**src/rtl/c2q_pkg.sv**
```systemverilog
// c2q_pkg: FSM states, default command record and sizing helper shared by the C2 request queue.
package c2q_pkg;

    typedef enum logic [1:0] {
        WAIT_RST,
        IDLE,
        REQ,
        RDDATA
    } c2q_state_t;

    // Record at the default 4-bit address / 8-bit data widths; the top rebuilds it at its own widths.
    typedef struct packed {
        logic       rd_not_write;
        logic [3:0] addr;
        logic [7:0] wrdata;
    } c2q_cmd_t;

    function automatic int count_width(input int depth);
        return $clog2(depth) + 1;
    endfunction

endpackage

```
**src/rtl/c2q_fifo.sv**
```systemverilog
// c2q_fifo: synchronous command FIFO with registered count; DEPTH must be a power of two.
module c2q_fifo
    import c2q_pkg::*;
#(
    parameter type T = c2q_cmd_t,
    parameter int DEPTH = 4,
    localparam int CW = count_width(DEPTH)
) (
    input  logic          clk,
    input  logic          rst,
    input  logic          push,
    input  logic          pop,
    input  T              din,
    output T              dout,
    output logic          full,
    output logic          empty,
    output logic [CW-1:0] count
);

    localparam int PW = $clog2(DEPTH);

    T mem [DEPTH];
    logic [PW-1:0] wr_ptr;
    logic [PW-1:0] rd_ptr;

    always_ff @(posedge clk) begin
        if (push) mem[wr_ptr] <= din;
    end

    // Pointers wrap naturally because DEPTH is a power of two.
    always_ff @(posedge clk) begin
        if (rst) begin
            wr_ptr <= '0;
            rd_ptr <= '0;
            count  <= '0;
        end else begin
            wr_ptr <= wr_ptr + PW'(push);
            rd_ptr <= rd_ptr + PW'(pop);
            count  <= count + CW'(push) - CW'(pop);
        end
    end

    assign dout  = mem[rd_ptr];
    assign full  = count == CW'(DEPTH);
    assign empty = count == '0;

endmodule

```
**src/rtl/c2_request_queue.sv**
```systemverilog
// c2_request_queue: buffers master commands and issues them one at a time on the arbiter C2 port.
// Define C2Q_TIMEOUT_EN to abort requests left unacknowledged for G_TIMEOUT cycles (adds TIMEOUT_ERR).
module c2_request_queue
    import c2q_pkg::*;
#(
    parameter int G_ADDR_WIDTH      = 4,
    parameter int G_DATA_WIDTH      = 8,
    parameter int G_REGISTERED_DATA = 0,
    parameter int G_FIFO_DEPTH      = 4,
    parameter int G_TIMEOUT         = 15
) (
    input  logic                    CLOCK,
    input  logic                    RST,
    input  logic                    RST_DONE,
    input  logic                    CMD_VALID,
    output logic                    CMD_READY,
    input  logic                    CMD_RD_NOT_WRITE,
    input  logic [G_ADDR_WIDTH-1:0] CMD_ADDR,
    input  logic [G_DATA_WIDTH-1:0] CMD_WRDATA,
    output logic                    REQUEST_C2,
    output logic                    RD_NOT_WRITE_C2,
    output logic [G_ADDR_WIDTH-1:0] ADDR_C2,
    output logic [G_DATA_WIDTH-1:0] DATAIN_C2,
    input  logic                    ACK_C2,
    input  logic [G_DATA_WIDTH-1:0] DATAOUT_C2,
    output logic                    RSP_VALID,
    output logic [G_DATA_WIDTH-1:0] RSP_DATA,
    output logic [G_ADDR_WIDTH-1:0] RSP_ADDR,
    output logic                    WR_DONE,
`ifdef C2Q_TIMEOUT_EN
    output logic                    TIMEOUT_ERR,
`endif
    output logic                    BUSY
);

    localparam int CW = count_width(G_FIFO_DEPTH);

    typedef struct packed {
        logic                    rd_not_write;
        logic [G_ADDR_WIDTH-1:0] addr;
        logic [G_DATA_WIDTH-1:0] wrdata;
    } cmd_t;

    if (G_FIFO_DEPTH < 2 || (G_FIFO_DEPTH & (G_FIFO_DEPTH - 1)) != 0 || G_TIMEOUT < 1) begin : g_bad_params
        $error("c2_request_queue: G_FIFO_DEPTH must be a power of two >= 2 and G_TIMEOUT >= 1");
    end

    c2q_state_t    state;
    c2q_state_t    state_n;
    cmd_t          cmd;
    cmd_t          head;
    logic          push;
    logic          pop;
    logic          full;
    logic          empty;
    logic          ack_req;
    logic          rsp_load;
    logic          tmo;
    logic [CW-1:0] count;

    assign cmd       = {CMD_RD_NOT_WRITE, CMD_ADDR, CMD_WRDATA};
    assign CMD_READY = !full && !RST;
    assign push      = CMD_VALID && CMD_READY;
    assign pop       = state == IDLE && !empty;
    assign ack_req   = state == REQ && ACK_C2;
    assign rsp_load  = state == RDDATA || (ack_req && RD_NOT_WRITE_C2 && G_REGISTERED_DATA == 0);
    assign BUSY      = count != '0 || (state != IDLE && state != WAIT_RST);

    c2q_fifo #(
        .T     (cmd_t),
        .DEPTH (G_FIFO_DEPTH)
    ) u_fifo (
        .clk   (CLOCK),
        .rst   (RST),
        .push  (push),
        .pop   (pop),
        .din   (cmd),
        .dout  (head),
        .full  (full),
        .empty (empty),
        .count (count)
    );

`ifdef C2Q_TIMEOUT_EN
    localparam int TW = $clog2(G_TIMEOUT + 1);
    logic [TW-1:0] tcnt;
    // An ACK in the terminal-count cycle takes priority over the abort.
    assign tmo = state == REQ && !ACK_C2 && tcnt == TW'(G_TIMEOUT - 1);
    always_ff @(posedge CLOCK) begin
        tcnt        <= (RST || state != REQ) ? '0 : tcnt + TW'(1);
        TIMEOUT_ERR <= !RST && tmo;
    end
`else
    assign tmo = 1'b0;
`endif

    always_ff @(posedge CLOCK) begin
        state <= RST ? WAIT_RST : state_n;
    end

    always_comb begin
        state_n = state;
        case (state)
            WAIT_RST: state_n = RST_DONE ? IDLE : WAIT_RST;
            IDLE:     state_n = empty ? IDLE : REQ;
            REQ:      state_n = ACK_C2 ? ((RD_NOT_WRITE_C2 && G_REGISTERED_DATA != 0) ? RDDATA : IDLE)
                                       : (tmo ? IDLE : REQ);
            default:  state_n = IDLE;
        endcase
    end

    always_ff @(posedge CLOCK) begin
        if (RST) begin
            REQUEST_C2      <= 1'b0;
            RD_NOT_WRITE_C2 <= 1'b0;
            ADDR_C2         <= '0;
            DATAIN_C2       <= '0;
            RSP_VALID       <= 1'b0;
            RSP_DATA        <= '0;
            RSP_ADDR        <= '0;
            WR_DONE         <= 1'b0;
        end else begin
            RSP_VALID <= rsp_load;
            WR_DONE   <= ack_req && !RD_NOT_WRITE_C2;
            if (pop) begin
                REQUEST_C2      <= 1'b1;
                RD_NOT_WRITE_C2 <= head.rd_not_write;
                ADDR_C2         <= head.addr;
                DATAIN_C2       <= head.wrdata;
            end else if (ack_req || tmo) begin
                REQUEST_C2 <= 1'b0;
            end
            if (rsp_load) begin
                RSP_DATA <= DATAOUT_C2;
                RSP_ADDR <= ADDR_C2;
            end
        end
    end

endmodule
```
**config.mk**
```make
export PLATFORM = sky130hd
export DESIGN_NAME = c2_request_queue
export DESIGN_NICKNAME = d
export VERILOG_FILES = /design/src/rtl/c2q_pkg.sv /design/src/rtl/c2q_fifo.sv /design/src/rtl/c2_request_queue.sv
export SDC_FILE = /design/constraint.sdc
export NUM_CORES = 1
export LEC_CHECK = 0
export CORE_AREA = 2 2 66 114
export CTS_BUF_LIST = sky130_fd_sc_hd__clkbuf_8
export DETAILED_ROUTE_END_ITERATION = 16
export DIE_AREA = 0 0 68 116
export HOLD_SLACK_MARGIN = 0.15
export MAX_ROUTING_LAYER = met4
export PLACE_DENSITY = 0.74
export SETUP_SLACK_MARGIN = 0.1
export SLEW_MARGIN = 25
export SYNTH_ARGS = -nofsm -noshare
export SYNTH_HDL_FRONTEND = slang
export SYNTH_SLANG_ARGS = --single-unit
```
**constraint.sdc**
```tcl
create_clock -name CLOCK -period 2.2 [get_ports CLOCK]
set_input_delay 0.44 -clock CLOCK [delete_from_list [all_inputs] [get_ports CLOCK]]
set_output_delay 0.44 -clock CLOCK [all_outputs]
set_load 0.01 [all_outputs]
```
== Yosys cells after proc, flatten, opt, wreduce, memory -nomap -nowiden ==
Memories as Yosys holds them, arrays and structs flattened. A register that Yosys moved wholly into a read port is not among the register bits.
Cells that the tools add are included.

* Input bits: 26
* Register bits: 24
* Output and inout port bits: 30
* Logic and storage cells: 45
* Memories kept: 1
* Bits in writable memories: 52

{| class="wikitable"
|+ Memory list
! name !! words !! bits a word !! rd ports !! clocked after Yosys merged registers in !! wr ports !! line !! RTL
|-
| u_fifo.mem || 4 || 13 || 1 || 1 || 1 || c2q_fifo.sv:22 || <nowiki>T mem [DEPTH];</nowiki>
|}

* Equality and inequality tests: 5
* Reduce and logical (&&, ||, !) cells: 18
* Add/sub/neg operators: 4
* Muxes and demuxes: 8

{| class="wikitable"
|+ Operator list
! operator !! number
|-
| $logic_and 1x1->1 || 7
|-
| $pmux 2 s3 || 1
|-
| $mux 1 || 5
|-
| $add 2x1->2 || 2
|-
| $eq 2x2->1 const B || 2
|-
| $logic_not 1->1 || 4
|-
| $mux 2 || 2
|-
| $reduce_bool 2->1 || 2
|-
| $add 3x1->3 || 1
|-
| $eq 3x3->1 const B || 1
|-
| $logic_not 3->1 || 1
|-
| $reduce_bool 3->1 || 1
|-
| $sub 3x1->3 || 1
|-
| $eq 2x1->1 const B || 1
|-
| $logic_not 2->1 || 1
|-
| $logic_or 1x1->1 || 2
|-
| $ne 2x1->1 const B || 1
|}

== Logic depth before layout (Yosys ltp) ==
Gate-level depths: netlist of the first run.

* Depth after elaboration: 6
* Depth in mapped cells: 12
* Depth with buffers taken out: 10

== Cells and area by module ==
A second synthesis of the first run with hierarchy kept.

* Cells, all modules: 234
* Area total of the unflattened synthesis: 3470.8 um^2

{| class="wikitable"
|+ By module, submodules not included
! module !! area an instance (um^2) !! sequential area each (um^2) !! times used !! cells an instance
|-
| c2q_fifo || 2225.9 || 1701.6 || 1 || 100
|-
| c2_request_queue || 1244.9 || 600.6 || 1 || 134
|}

== Worst setup path after synthesis of the first run ==
Ideal clock, no wire load.

* Path kind: input port to flip-flop
* Start point: input RST
* End point: memory u_fifo.mem[1][0] (netlist bit) (enable)
* Buffers on the path: 1
* Required time: 1.798 ns
* Stages on the path: 3
* Arrival time: 1.936 ns
* Setup time: 0.402 ns
* Setup slack: -0.138 ns
* Path through: buf_2 a211o_1 nor3b_1

* Longest elaborated chain between the ends: 5

{| class="wikitable"
|+ RTL lines
! what !! line !! RTL
|-
| start, declared || c2_request_queue.sv:13 || <nowiki>input logic RST,</nowiki>
|-
| $logic_not 1->1 || c2_request_queue.sv:62 || <nowiki>assign CMD_READY = !full && !RST;</nowiki>
|-
| $logic_and 1x1->1 || c2_request_queue.sv:62 ||
|-
| $logic_and 1x1->1 || c2_request_queue.sv:63 || <nowiki>assign push = CMD_VALID && CMD_READY;</nowiki>
|-
| $mux 1 || c2q_fifo.sv:27 || <nowiki>if (push) mem[wr_ptr] <= din;</nowiki>
|-
| $mux 1 (not written as such) || c2q_fifo.sv:27 ||
|-
| end, declared || c2q_fifo.sv:22 ||
|}

No other way between the ends.

== Final worst setup path of the first run ==
* Start point: register u_fifo.count[1]
* End point: register u_fifo.count[2]

* Elaborated cells between the ends (all ways): 9
* Those cells by class: add/sub: 2; eq/ne: 1; reduce/logical: 6

{| class="wikitable"
|+ RTL lines
! what !! line !! RTL
|-
| start, declared || c2q_fifo.sv:17 || <nowiki>output logic [CW-1:0] count</nowiki>
|-
| start signal, assigned || c2q_fifo.sv:39 || <nowiki>count <= count + CW'(push) - CW'(pop);</nowiki>
|-
| $logic_not 3->1 || c2q_fifo.sv:45 || <nowiki>assign empty = count == '0;</nowiki>
|-
| $logic_not 1->1 || c2_request_queue.sv:64 || <nowiki>assign pop = state == IDLE && !empty;</nowiki>
|-
| $logic_and 1x1->1 || c2_request_queue.sv:64 ||
|-
| named net pop || c2_request_queue.sv:53 || <nowiki>logic pop;</nowiki>
|-
| $sub 3x1->3 || c2q_fifo.sv:39 ||
|}

The timed path passes the listed nets, and every way through them passes these cells.
A chain may end at the register's enable or synchronous reset.

==> run metrics, run 1 <==
initial antenna violation count=0; final hold vios=0; chip height=about 120 um; Worst Hold Class=register to register; Clock Tree Buf Depth=2; Via density=5.28; DP Cell Count=355; synth warn=0; worst-margin pin slew=0.752 ns; routed via count=around 2000; clock tree sinks=just under 90; final clock skew=about 0.0083 ns; drt pass-1 iters=4; FP Rows=40; CP startpoint kind=register; post-layout minimum cycle time=around 2.1 ns; vias in the first global route=1925; WL/cell=16.2 um; layout cell share with drive strength beyond 1=0.197; # DRC=0; final setup violation count=0; CP cell instances=o31a_1, nand2_2, inv_2, ha_4, inv_2, ha_2, fa_2, xnor2_2, xnor2_1, nor2_1; Area contributors post-synth=edfxtp_1, dfxtp_1, mux4_2; Die X=68 um; Initial Utilization=0.478; nets=between 300 and 400; Max IR drop VDD=0.552 mV; Pleak=between 0.0015 and 0.002 uW; Max Slew Vio Count=0; Slowest-stage cell, CP=fa_2; synth cell count leaders=edfxtp_1, dfxtp_1, a21oi_1; Final Wtd Congestion=0.729; Netlist cell types=30; Layout area overhead=31.4%; total gr overflow=0; Synth top area share=0.473; status=completed; Post-DP HPWL=between 4000 and 5000 um; H-tree levels=3; Core Area=6910 um^2; TritonCTS Buffers=9; Routed Antenna Nets=0; number of flops mapped to enable cells by yosys=52; fin util=0.628; first-pass GRT wire length=9250 um; cts hold-fix bufs=0; asr flop ratio synth=0; cell taking the most area after synthesis=edfxtp_1; ant diodes=0; CTS tree=done; Critical Path AT=2.29 ns; RSZ-0062 raised after global routing=true; wirelength, routed=slightly above 6000 um; count leader, synth=edfxtp_1; CP max FO=2; CTS Root Cell=clkbuf_8; Top cell by count, worst path=inv_2; max incr delay on CP=approximately 0.35 ns; Most used DFF post-synth=edfxtp_1; Crit path buffers/inverters=2; TNS Setup=0 ns; CP top delay family=adder cells; Non-Filler Instances=373; clk slew on worst S/H paths=0.08 ns; kind of critical path=register to register; gr usage total=0.172; Worst-Skew Late Latency=0.35 ns; post-route clock period utilization=0.933; Worst Setup End Kind=register; pin count of the biggest net entering global routing=27; io pins=56; Yosys reg bits=89; Port Buffer Count=55; Syn Inst Count=212; Seq/Total Area, Yosys=0.698; Slew headroom=0.496; Worst EP required=2.44 ns; total of max-cap violations=0; Pwr per Cell Area=966 nW/um^2; initial DRC count=just under 100; Mapped Nets=243; f_max=487 MHz; syn_area_per_cell=15.6 um^2; die area=7890 um^2; Post-Syn Area=3300 um^2
[repair_timing]
action / in CTS / in global routing
pin swaps: 5 / 6
setup endpoints to repair: 2 / 3
endpoints found under the hold margin: 0 / 0
buffers inserted: 1 / 1
resized for setup: 2 / 7
[power by group]
group | total (uW) | internal [uW] | switching (uW)
Sequential | 2000 | 1910 | 94.8
Combinational | 1020 | 557 | 459
Clock | 1170 | 631 | 537
[through the flow]
stage	hold slack [ns]	power, uW	worst slack (ns)	cell area (um^2)
after detailed placement	0.451	3040	0.0404	4090
final	0.458	4190	0.147	4330
after global placement	0.446	3010	0.0713	4090
after CTS	0.462	4200	0.101	4310
after floorplan	0.481	2620	0.0917	3330
after global routing	0.502	4400	0.0573	4330
[cell type report]
type	count	area, um^2
multi-input combinational	103	943
fill	529	2570
timing repair buffer	73	738
tap	84	105
clock inverter	7	88.8
clock buffer	9	124
sequential	89	2300
inverter	8	30.0
[metal layers]
| layer | vias to the layer above | GRT usage | wire length, um |
|---|---|---|---|
| met5 | - | - | 0 |
| met4 | 0 | 0.104 | 160 |
| met3 | 10 | 0.0330 | 217 |
| met2 | 54 | 0.290 | 3300 |
| met1 | 950 | 0.179 | 2360 |
| li1 | 954 | - | - |
[cell families (layout without fill, tap and decap cells)]
family	count (synthesis)	count (layout)	synth area share
simple gates	33	33	0.0546
fa+ha+maj	5	5	0.0212
buf+inv	20	97	0.0292
mux	13	13	0.0910
flops	89	89	0.698
xor+xnor	4	4	0.0106
compound gates	48	48	0.0956
[worst paths after layout]
| check | startpoint | end | slack (ns) | depth (start not counted) |
|---|---|---|---|---|
| setup / recovery | u_fifo.count[1]$_SDFF_PP0_ | u_fifo.count[2]$_SDFF_PP0_ | 0.15 | 10 |
| hold reg to reg | REQUEST_C2$_SDFFE_PP0P_ | REQUEST_C2$_SDFFE_PP0P_ | 0.46 | 2 |
| setup reg to reg | u_fifo.count[1]$_SDFF_PP0_ | u_fifo.count[2]$_SDFF_PP0_ | 0.15 | 10 |
| hold / removal | REQUEST_C2$_SDFFE_PP0P_ | REQUEST_C2$_SDFFE_PP0P_ | 0.46 | 2 |
[cell usage in the layout (no fill, tap or decap), drive strengths merged, types with 2 or more instances in the layout]
cell / count
ha: 4
edfxtp: 52
xnor2: 4
nand3: 12
mux4: 13
bufinv: 2
nor3: 4
clkdlybuf4s50: 53
clkbuf: 9
dfxtp: 37
clkinv: 2
nor2b: 4
inv: 11
nand2: 2
o21ai: 13
a22o: 13
nor2: 5
buf: 18
nor3b: 3
a21oi: 17
[state kept, by name, indices dropped and copies added, names as in the netlist]
name / flops
RD_NOT_WRITE_C2: 1
state: 2
RSP_ADDR: 4
ADDR_C2: 4
u_fifo.wr_ptr: 2
u_fifo.count: 3
DATAIN_C2: 8
REQUEST_C2: 1
RSP_DATA: 8
u_fifo.rd_ptr: 2
RSP_VALID: 1
WR_DONE: 1
u_fifo.mem: 52
[tightest hold or removal path, cell delays in order, from the launching register on]
cell	delay (ns)
dfxtp_1	0.31
nand2_1	0.05
a21oi_1	0.05
No activity file was read; power rests on OpenSTA's default activity.
==> inputs of run 2 (changes only) <==
--- a/config.mk
+++ b/config.mk
@@ -5,6 +5,7 @@
 export SDC_FILE = /design/constraint.sdc
 export NUM_CORES = 1
 export LEC_CHECK = 0
+export CAP_MARGIN = 20
 export CORE_AREA = 2 2 66 114
 export CTS_BUF_LIST = sky130_fd_sc_hd__clkbuf_8
 export DETAILED_ROUTE_END_ITERATION = 16
==> results of run 2 <==
No change in the layout: final DEF, timing and power equal those of run 1.
==> inputs of run 3 (changes only) <==
--- a/config.mk
+++ b/config.mk
@@ -6,15 +6,16 @@
 export NUM_CORES = 1
 export LEC_CHECK = 0
 export CAP_MARGIN = 20
-export CORE_AREA = 2 2 66 114
+export CORE_AREA = 2 2 66 116
 export CTS_BUF_LIST = sky130_fd_sc_hd__clkbuf_8
 export DETAILED_ROUTE_END_ITERATION = 16
-export DIE_AREA = 0 0 68 116
+export DIE_AREA = 0 0 68 118
 export HOLD_SLACK_MARGIN = 0.15
 export MAX_ROUTING_LAYER = met4
-export PLACE_DENSITY = 0.74
+export PLACE_DENSITY_LB_ADDON = 0.3
 export SETUP_SLACK_MARGIN = 0.1
 export SLEW_MARGIN = 25
 export SYNTH_ARGS = -nofsm -noshare
 export SYNTH_HDL_FRONTEND = slang
+export SYNTH_HIERARCHICAL = 1
 export SYNTH_SLANG_ARGS = --single-unit
==> run 3 against run 2 <==
Compared with the run above:
- register-to-register slack better by 0.08 ns
- cell count increased by 4.8%
- clock-buffer cell count rose by 1
- clock skew is 0.0038 ns higher
- via count increased by 0.56%
- largest power group unchanged
- highest routed layer unchanged
==> run metrics, run 3 <==
initial antenna violation count=0; Slew headroom=0.543; CP max FO=4; flop2flop setup slack=~0.22 ns; Pleak=approximately 0.0015 uW; Most used DFF post-synth=edfxtp_1; Post-Syn Area=approximately 3500 um^2; Port Buffer Count=55; first-pass GRT wire length=between 9000 and 10000 um; Syn Inst Count=between 200 and 250; CP startpoint kind=register; Via density=5.06; Worst Hold Class=register to register; Mapped Nets=265; Pwr per Cell Area=910 nW/um^2; Worst EP required=2.43 ns; io pins=56; cell taking the most area after synthesis=edfxtp_1; Die X=68 um; gr usage total=0.166; Synth top area share=0.450; clock tree sinks=89; RR Startpoint=u_fifo/count[2]$_SDFF_PP0_; commonest non-fill, non-tap cell in the layout=clkdlybuf4s50_1; Layout area overhead=25.1%; WL/cell=between 15 and 20 um; clk slew on worst S/H paths=0.08 ns; Hold Crit Start=DATAIN_C2[5]$_SDFFE_PP0P_; routed via count=~2000; worst-margin pin slew=0.685 ns; max reg flops=52; CP startpoint=u_fifo/count[2]$_SDFF_PP0_; Max Slew Vio Count=0; total gr overflow=0; final hold vios=0; vias in the first global route=1952; final worst setup slack=0.223 ns; Initial Utilization=0.490; Core Area=7080 um^2; initial DRC count=87; FP Rows=just over 40; count leader, synth=edfxtp_1; total of max-cap violations=0; RSZ-0062 raised after global routing=false; # DRC=0; Yosys reg bits=89; Worst-Skew Late Latency=0.36 ns; Seq/Total Area, Yosys=0.663; post-route clock period utilization=0.898; TNS Setup=0 ns; nets=331; die area=~8000 um^2; Netlist cell types=34; synth warn=6; drt pass-1 iters=4; wirelength, routed=5900 um; chip height=118 um; Area contributors post-synth=edfxtp_1, dfxtp_1, mux4_2; f_max=506 MHz; H-tree levels=3; asr flop ratio synth=0; Reg with most FFs=u_fifo/mem; dpl ws=roughly 0.08 ns; Post-DP HPWL=3970 um; pin count of the biggest net entering global routing=50; Critical Path AT=2.21 ns; CTS tree=done; ant diodes=0; syn_area_per_cell=14.8 um^2; TritonCTS Buffers=9; post-CTS setup buffers=0; most frequent cells in the layout=clkdlybuf4s50_1, edfxtp_1, dfxtp_1; post-layout minimum cycle time=1.98 ns; Worst Setup End Kind=register; cts hold-fix bufs=0; number of flops mapped to enable cells by yosys=52; Clock Tree Buf Depth=2; CTS Root Cell=clkbuf_8; final clock skew=0.0121 ns; kind of critical path=register to register; Routed Antenna Nets=0; final setup violation count=0; biggest regs=u_fifo/mem (52), DATAIN_C2 (8), RSP_DATA (8); layout cell share with drive strength beyond 1=0.161; synth cell count leaders=edfxtp_1, dfxtp_1, nand2_1; Max IR drop VDD=0.485 mV; status=completed; Final Wtd Congestion=0.713
==> run 3: logic make-up (layout without fill, tap and decap cells) <==
logic type               Yosys count  in the layout  share of synthesized area
AO/OA/AOI/OAI                     19             19                     0.0407
buffers and inverters             17             88                     0.0278
XOR/XNOR                           3              3                     0.0119
multiplexers                      25             25                      0.122
flip-flops                        89             89                      0.663
AND/OR/NAND/NOR                   76             76                      0.114
adder cells (fa/ha/maj)            5              5                     0.0202
==> run 3: repair_timing <==
item                       4_1_cts  5_1_grt
pin swaps                        0        1
setup endpoints to repair        2        2
resized for setup                2        2
gates cloned                     0        0
==> run 3: power breakdown <==
part | internal, uW | total, uW | switching, uW
sequential | 1920 | 2040 | 121
combinational | 553 | 961 | 408
clock | 425 | 950 | 525
==> run 3: metal layers <==
| layer | up-vias | global-route usage | share of wire |
|---|---|---|---|
| li1 | 968 | - | - |
| met1 | 950 | 0.181 | 0.40 |
| met4 | 0 | 0.0825 | 0.021 |
| met3 | 12 | 0.0535 | 0.059 |
| met5 | - | - | 0 |
| met2 | 49 | 0.263 | 0.52 |
==> run 3: through the flow <==
stage	cell area, um^2	hold WS (ns)	cells	power, uW	utilization
after floorplan	3490	0.481	234	2700	-
after global placement	4170	0.444	375	3020	0.589
after detailed placement	4170	0.458	375	3050	0.589
after CTS	4330	0.470	391	4000	0.612
after global routing	4340	0.491	391	4190	0.613
final	4340	0.469	391	3950	0.613
==> run 3: cell type report <==
class | instances | area [um^2]
Clock buffer | 10 | 138
Inverter | 6 | 27.5
Timing Repair Buffer | 66 | 643
Tap cell | 86 | 108
Sequential cell | 89 | 2300
Clock inverter | 6 | 28.8
Fill cell | 570 | 2740
Multi-Input combinational cell | 128 | 1090
==> run 3: critical path, stage by stage, from the launching register on <==
cell	delay, ns
dfxtp_2	0.35
nor3_4	0.19
or3b_4	0.17
clkinv_4	0.05
ha_1	0.26
inv_1	0.04
ha_1	0.18
fa_1	0.37
xor3_1	0.20
nor2_1	0.04
==> run 3: worst paths after layout <==
kind                                 to  cells past startpoint
max          u_fifo/count[2]$_SDFF_PP0_                      9
max reg2reg  u_fifo/count[2]$_SDFF_PP0_                      9
min           DATAIN_C2[5]$_SDFFE_PP0P_                      2
min reg2reg   DATAIN_C2[5]$_SDFFE_PP0P_                      2
